==> config.mk <==
export PLATFORM = sky130hd
export DESIGN_NAME = xnor_cmp_arbiter
export DESIGN_NICKNAME = d
export VERILOG_FILES = /design/src/rtl/xnor_cmp_arbiter.sv
export SDC_FILE = /design/constraint.sdc
export NUM_CORES = 1
export LEC_CHECK = 0
export ABC_AREA = 1
export CORE_MARGIN = 4
export CORE_UTILIZATION = 51
export DETAILED_ROUTE_END_ITERATION = 8
export PLACE_DENSITY = 0.84
export SETUP_SLACK_MARGIN = 0.3
export SLEW_MARGIN = 20
export SYNTH_ARGS = -nofsm -noshare
export SYNTH_HDL_FRONTEND = slang
export SYNTH_SLANG_ARGS = --single-unit
==> constraint.sdc <==
create_clock -name clk -period 3.6 [get_ports clk]
set_clock_uncertainty 0.2 [all_clocks]
set_input_delay 0.36 -clock clk [delete_from_list [all_inputs] [get_ports clk]]
set_output_delay 0.36 -clock clk [all_outputs]
set_load 0.01 [all_outputs]
==> src/rtl/xnor_cmp_arbiter.sv <==
// xnor_cmp_arbiter: round-robin shared bit-serial XNOR word comparator
module xnor_cmp_arbiter #(
  parameter int W = 8
) (
  input  logic         clk,
  input  logic         reset,
  input  logic         req0,
  input  logic [W-1:0] a0,
  input  logic [W-1:0] b0,
  input  logic         req1,
  input  logic [W-1:0] a1,
  input  logic [W-1:0] b1,
  output logic         gnt0,
  output logic         gnt1,
  output logic         busy,
  output logic         cmp_bit,
  output logic         done,
  output logic         eq,
  output logic         owner
);
  localparam int CW = (W > 1) ? $clog2(W) : 1;
  localparam logic [CW-1:0] LAST = CW'(W - 1);
  typedef enum logic [1:0] {IDLE, SHIFT, DONE} state_t;
  state_t state;
  logic [W-1:0] sa, sb;
  logic [CW-1:0] cnt;
  logic eq_acc, prio, sel, x;
  assign x = ~(sa[0] ^ sb[0]);
  assign busy = state != IDLE;
  assign cmp_bit = (state == SHIFT) & x;
  assign sel = (req0 & req1) ? prio : req1;
  // arbitrate in IDLE, shift one bit per cycle in SHIFT, publish result in DONE
  always_ff @(posedge clk or posedge reset) begin
    if (reset) begin
      state  <= IDLE;
      sa     <= '0;
      sb     <= '0;
      cnt    <= '0;
      eq_acc <= 1'b1;
      prio   <= 1'b0;
      gnt0   <= 1'b0;
      gnt1   <= 1'b0;
      done   <= 1'b0;
      eq     <= 1'b0;
      owner  <= 1'b0;
    end else begin
      unique case (state)
        IDLE: if (req0 | req1) begin
          sa     <= sel ? a1 : a0;
          sb     <= sel ? b1 : b0;
          gnt0   <= ~sel;
          gnt1   <= sel;
          cnt    <= '0;
          eq_acc <= 1'b1;
          prio   <= ~sel;
          state  <= SHIFT;
        end
        SHIFT: begin
          eq_acc <= eq_acc & x;
          sa     <= sa >> 1;
          sb     <= sb >> 1;
          cnt    <= (cnt == LAST) ? cnt : cnt + 1'b1;
          if (cnt == LAST) begin
            state <= DONE;
            done  <= 1'b1;
            eq    <= eq_acc & x;
            owner <= gnt1;
          end
        end
        default: begin
          done  <= 1'b0;
          gnt0  <= 1'b0;
          gnt1  <= 1'b0;
          state <= IDLE;
        end
      endcase
    end
  end
endmodule
Yosys cells after proc, flatten, opt, wreduce, memory -nomap -nowiden
Cells that the tools add are included.

Bitwise logic cells: 9. Equality and inequality tests: 5. Multiplexer cells: 21. Reductions and logical operators: 10. Add/sub/neg operators: 1.

Operators with widths (number): $mux W8 (4); $pmux W8 S2 (2); $reduce_and A2 Y1 (6); $pmux W1 S2 (4); $mux W3 (2); $pmux W3 S2 (1); $mux W1 (5); $mux W2 (2); $ne A2 B2 Y1 const B (2); $not A1 Y1 (4); $pmux W2 S2 (1); $reduce_bool A2 Y1 (2); $add A3 B1 Y3 const B (1); $and A1 B1 Y1 (3); $eq A3 B3 Y1 const B (1); $reduce_and A3 Y1 (1); $eq A2 B1 Y1 const B (1); $logic_not A2 Y1 (1); $ne A2 B1 Y1 const B (1); $or A1 B1 Y1 (1); $xor A1 B1 Y1 (1).

Input port bits: 36. Word-level logic and storage cells: 57. Register bits after elaboration: 28. Output and inout bits: 7.

Depth between registers and ports, before layout
Gate-level depths: netlist of the first run.

Depth in word-level cells: 5. Depth in mapped cells: 7. Depth with buffers taken out: 6.

Worst setup path after synthesis of the first run
OpenSTA, ideal clock, no wires.

Path kind: reg-to-reg. Start point: reg cnt[0]. End point: reg cnt[0]. Buffers on the path: 0. Period minus slack after synthesis: 1.380 ns. Setup time: 0.125 ns. Stages on the path, launching flop included: 7. Data required time: 3.275 ns. Path slack: 2.220 ns. Data arrival time: 1.056 ns. Cell sequence: dfrtp_1 > ha_1 > ha_1 > inv_1 > nand2_1 > nand2_1 > mux2i_1.

Cells in the longest elaborated chain, start to end: 3. Elaborated cells between the ends (all ways): 6. Those cells by class: add/sub (1); eq/ne (2); mux (2); reduce/logical (1).

RTL lines: start: declaration (line 26) `logic [CW-1:0] cnt;`; start signal: assignment (line 62) `cnt <= (cnt == LAST) ? cnt : cnt + 1'b1;`; $add A3 B1 Y3 / $eq A3 B3 Y1 (equally long branches) (line 62); $mux W3 / $ne A2 B2 Y1 (equally long branches); $pmux W3 S2 / $reduce_and A3 Y1 (equally long branches).

Several ways; a longest one is shown, not always the timed one. The select of a mux whose other input is x is not followed. A chain may end at the register's enable or synchronous reset.

Worst setup path after layout of the first run
Start point: reg state[1]. End point: out cmp_bit.

Cells in the longest elaborated chain, start to end: 2.

RTL lines: start: declaration (line 24) `state_t state;`; start signal: assignment (line 35) `state <= IDLE;`; start signal: assignment (line 56) `state <= SHIFT;`; start signal: assignment (line 64) `state <= DONE;`; $eq A2 B1 Y1 (line 30) `assign cmp_bit = (state == SHIFT) & x;`; $and A1 B1 Y1 (line 30); end: declaration (line 16) `output logic cmp_bit,`.

No other way between the ends.

==> impl_metrics.ini, run 1 <==
[status]
status = complete, no violations

[power_and_ir_drop]
p_leak_nw = 1.06
ir_drop_v = 0.000226
powerDensity_mw_per_mm2 = 626
power.total_mw = 1.28

[timing]
slew_headroom_pct = 35.9
setup-tns-final_ps = 0
hold_viol = 0
rsz0062_at_grt = no
slew_viol_final = 0
min_period_ps = 2430
report.final.setup_viol = 0
fin_crit_sh_pct = 67.6
tightest_slew_ps = 955
clock.fmax_ghz = 0.411

[placed_design]
io_buffers = 42
dp_hpwl_um = 2320
place.gp.congestion = 0.728

[final_layout]
drive_gt1_share_pct = 6.53
num_antenna_cells = 0
nets = 284
final_core_util_pct = 67.3
n_fill_cell = 275
area_growth_pct = 28.0

[synthesis]
yosysWarnings = 0
synth_commonest_cells = nand2_1 (63), nand3_1 (48), inv_1 (35), dfrtp_1 (27)
synthCells = 206
synthFlopType = dfrtp_1
synth_top_area_share_pct = 42.5
ys_ff_latch = 28
synth_area_leader_cell = dfrtp_1
synth_area_mm2 = 0.00159
syn_nets = 244
ys_types = 21
ys_seq_area_share_pct = 44.1
synth_edf_count = 0
yosys.cell_count.top_type = nand2_1
synthArstFlopShare_pct = 100
synth_area_per_cell_um2 = 7.73
ys_top_cells_by_area = dfrtp_1 (42%), nand3_1 (15%), nand2_1 (15%)

[grt]
grt_antenna_before_repair = 0
grt_usage_pct = 16.3
grt_first_pass_wirelength_um = 5470
overflow = 0
grt_pass1_vias = 1302
grt_max_degree = 29

[route]
dr.pass1.iters = 4
wl_per_cell_um = 10.7
initialDrtViolationCount = 71
drc = 0
via_per_inst = 4.80
via_count = 1387
wirelength_um = 3080
drtAntennaViolNets = 0

[worst_setup_path]
critPathRequiredTime_ps = 3040
arrival_ps = 1870
crit_fanout = 19
reg2reg_from = cnt[0]
crit_type = flip-flop to primary output
worstSetupEndpointType = primary output
cp-startpoint = state[1]
critPathLaunchType = flip-flop

[die]
die_h_um = 63.9
io_pins = 43
start_util_pct = 52.6
num_rows = 20
core_area_mm2 = 0.00303
design.die.area_mm2 = 0.00408
fp.dieW_um = 63.9

[clock_network]
cts.repair.resized = 0
cts_setup_buffers = 0
cts_buffer_depth = 2
cts-buffers-inserted = 3
root_buffer = clkbuf_4
cts_sinks = 28
cts_hold_buf = 0
clkTransAtPathRegs_ps = 140
htree_levels = 1
clk_latency_ps = 310
tritoncts = built

[min_path]
hp-class = primary input to async pin

[flow_run]
drv_cap = 0
## cell families after synthesis
logic type | after synthesis | synth area share (%)
adder cells (fa/ha/maj) | 2 | 1.57
XOR/XNOR | 1 | 0.550
multiplexers | 1 | 0.629
flip-flops | 28 | 44.1
buffers and inverters | 43 | 12.7
AO/OA/AOI/OAI | 9 | 3.07
AND/OR/NAND/NOR | 122 | 37.4
## registers in the layout, summed over array words and instances (netlist names)
signal and count:
sa 8, sb 8, cnt 3, state 2
done 1, eq 1, eq_acc 1, gnt0 1
gnt1 1, owner 1, prio 1
## metrics by stage
step	instances	hold slack, ps	area (um2)	worst slack (ps)
floorplan	206	225	1590	2220
global placement	285	260	2000	1300
detailed placement	285	267	2000	1260
CTS	289	301	2040	1150
global route	289	286	2040	1020
finish	289	236	2040	1170
## metal layers
layer  global-route usage, %  routed length, um  vias up
li1                        -                  -      717
met1                    19.8               1320      642
met2                    29.8               1610       26
met3                    3.16                137        2
met4                    2.96                 13        0
met5                       0                  0        -
## final timing paths
path                       endpoint  slack (ps)  cells after the start
hold reg to reg                gnt0         300                      2
max in group asynchronous    cnt[0]        2530                      2
min in group clk               gnt0         300                      2
hold / removal                owner         240                      2
setup / recovery            cmp_bit        1170                      3
setup reg to reg             cnt[0]        2080                      6
## power by group
group	leakage, nW	internal, mW	total (mW)	switching [mW]
clock network	0.0210	0.0617	0.148	0.0860
registers	0.350	0.457	0.534	0.0773
logic	0.686	0.267	0.593	0.326
## cell type report
class / count / area [um2] / share of cell area (%)
Clock buffer: 4 / 36.3 / 1.78
Sequential cell: 28 / 702 / 34.5
Inverter: 36 / 135 / 6.63
Tap cell: 44 / 55.1 / 2.70
Timing Repair Buffer: 42 / 420 / 20.6
Multi-Input combinational cell: 135 / 688 / 33.8
## placed cells by master (no fill, tap or decap)
master and count:
clkbuf_8 1, nor2_1 1, mux2i_1 1, nand2_4 5
o21ai_1 1, dfstp_2 1, inv_2 1, a21oi_1 2
clkinv_1 1, clkbuf_4 3, nor2_4 2, xnor2_1 1
nand3_2 1, nor2_8 1, nand3_1 48, ha_1 2
and2_1 1, inv_1 34, o21ai_2 1, dfrtp_1 27
nand2_1 63, clkdlybuf4s50_1 42, o21ai_0 5
## critical path, cell delays in order, from the launching register on
cell,delay [ps]
dfrtp_1,470
nor2_4,370
and2_1,190
clkdlybuf4s50_1,530
Power figures use the tool's default switching activity.
==> run 2: changes to the inputs <==
--- a/config.mk
+++ b/config.mk
@@ -7,9 +7,9 @@
 export LEC_CHECK = 0
 export ABC_AREA = 1
 export CORE_MARGIN = 4
-export CORE_UTILIZATION = 51
+export CORE_UTILIZATION = 48
 export DETAILED_ROUTE_END_ITERATION = 8
-export PLACE_DENSITY = 0.84
+export PLACE_DENSITY = 0.8
 export SETUP_SLACK_MARGIN = 0.3
 export SLEW_MARGIN = 20
 export SYNTH_ARGS = -nofsm -noshare
==> constraint.sdc (replaced) <==
create_clock -name clk -period 2.3 [get_ports clk]
set_clock_uncertainty 0.2 [all_clocks]
set_input_delay 0.23 -clock clk [delete_from_list [all_inputs] [get_ports clk]]
set_output_delay 0.23 -clock clk [all_outputs]
set_load 0.01 [all_outputs]
==> run 2 against run 1 <==
Non-clock buffer count increased by 4. Final area increased by 0.98%. First-iteration DRC count decreased by 65%. Routed wire length increased by 7.8%. Total power increased by 57%. Critical path depth unchanged. Die area increased by 5.5%. Global-route usage increased by 0.28 points. Largest power group unchanged.
==> impl_metrics.ini, run 2 (synthesis results as in run 1) <==
[worst_setup_path]
path_cells = inv_2 > nand2_4 > clkdlybuf4s50_1
cp-startpoint = state[1]
cpPeakStageDelay_ps = 500
r2r-end = cnt[0]
critPathRequiredTime_ps = 1870
worstSetupEndpointType = primary output
critPathCapture = busy
crit_type = flip-flop to primary output
crit_fanout = 3
reg2reg_from = state[1]
cp_slowest_cell = clkdlybuf4s50_1
crit_family = buffers and inverters
reg2regPathDepth = 6
path_buf_inv = 2
critPathLaunchType = flip-flop
worst-path-stages = 3
arrival_ps = 1450
r2r_setup_slack_ps = 760

[grt]
grt_first_pass_wirelength_um = 5600
grt_use_met3_pct = 3.42
gr-usage-met2_pct = 30.0
grt_usage_pct = 16.6
grt.busiest_layer = met2
use_met1_pct = 19.3
grt_max_degree = 29
overflow = 0
grt_antenna_before_repair = 0
grt_pass1_vias = 1339

[die]
core_area_mm2 = 0.00310
io_pins = 43
design.die.area_mm2 = 0.00430
fp.dieW_um = 65.6
num_rows = 20
start_util_pct = 51.3
die_h_um = 65.6

[clock_network]
cts_sinks = 28
cts_hold_buf = 0
htree_levels = 1
clk_latency_ps = 320
cts_buffer_depth = 2
root_buffer = clkbuf_4
cts-buffers-inserted = 3
clkTransAtPathRegs_ps = 150
tritoncts = built

[route]
dr.pass1.iters = 4
wirelength_um = 3320
initialDrtViolationCount = 25
drtAntennaViolNets = 0
via_count = 1446
wl_per_cell_um = 11.3
via_per_inst = 4.94
drc = 0

[min_path]
hp-class = primary input to async pin

[final_layout]
reg_top3 = sa (8), sb (8), cnt (3)
drive_gt1_share_pct = 8.43
nets = 288
area_growth_pct = 29.2
register_area_um2 = 703
final_common_cell = nand2_1
num_antenna_cells = 0
final_core_util_pct = 66.3
final_cell_mix = nand2_1 (63), nand3_1 (48), clkdlybuf4s50_1 (41)
n_fill_cell = 313
multi_input_area_um2 = 688

[timing]
fin_crit_sh_pct = 81.8
rsz0062_at_grt = no
slew_headroom_pct = 76.7
clock.fmax_ghz = 0.531
report.final.setup_viol = 0
tightest_slew_ps = 350
min_period_ps = 1880
fin_hold_ws_ps = 52.0
setup_ws_ps = 418
hold_viol = 0
slew_viol_final = 0
setup-tns-final_ps = 0

[flow_run]
drv_cap = 0

[power_and_ir_drop]
p_leak_nw = 1.07
powerDensity_mw_per_mm2 = 971
ir_drop_v = 0.000338

[placed_design]
post-place-ws_ps = 514
place.gp.congestion = 0.804
dp_hpwl_um = 2480
io_buffers = 42

[status]
status = complete, no violations
-- run 2: cell count changes in the layout (fill, tap and decap cells not counted) --
| cell | change |
|---|---|
| clkbuf_1 | +1 |
| inv_2 | +1 |
| dlygate4sd2_1 | +1 |
| clkinv_1 | -1 |
| dfrtp_1 | -1 |
| buf_4 | +4 |
| clkdlybuf4s50_1 | -1 |
| dfrtp_2 | +1 |
| clkbuf_8 | -1 |
-- run 2: worst min-delay path by stage --
| stage | depth (start not counted) | start | end |
|---|---|---|---|
| after floorplan | 1 | reset | cnt[0] |
| after global placement | 2 | owner | owner |
| after detailed placement | 2 | done | done |
| after CTS | 3 | reset | owner |
| after global routing | 3 | reset | owner |
| final | 3 | reset | gnt1 |
-- run 2: final cells by class --
class	count	area share (%)
flip-flops and latches	28	34.2
well taps	44	2.68
clock buffers	4	1.28
multi-input cells	135	33.5
inverters	36	6.57
repair buffers	46	21.8
-- run 2: metrics by stage --
stage | total power [mW] | std cells | instance area, um2
final | 2.00 | 293 | 2060
after detailed placement | 1.81 | 288 | 2020
after CTS | 2.01 | 292 | 2050
after global placement | 1.78 | 288 | 2020
after global routing | 2.18 | 293 | 2060
after floorplan | 1.49 | 206 | 1590
-- run 2: worst min-delay path: stages --
cell and delay (ps):
clkdlybuf4s50_1 400, inv_1 50, buf_4 320
-- run 2: timing repair --
item	in CTS	in global routing
resized for setup	2	1
buffers inserted	0	1
pin swaps	1	0
setup endpoints to repair	2	1
-- run 2: report_power, final --
| part | internal [mW] | switching (mW) |
|---|---|---|
| combinational | 0.425 | 0.531 |
| clock | 0.0679 | 0.142 |
| sequential | 0.716 | 0.115 |
| total | 1.21 | 0.788 |
-- run 2: layer usage --
metal	vias up	wire length [um]	part of all wire, %
met1	677	1410	42
met5	-	0	0
met4	0	47	1.4
met3	6	150	4.5
li1	728	-	-
met2	35	1720	52
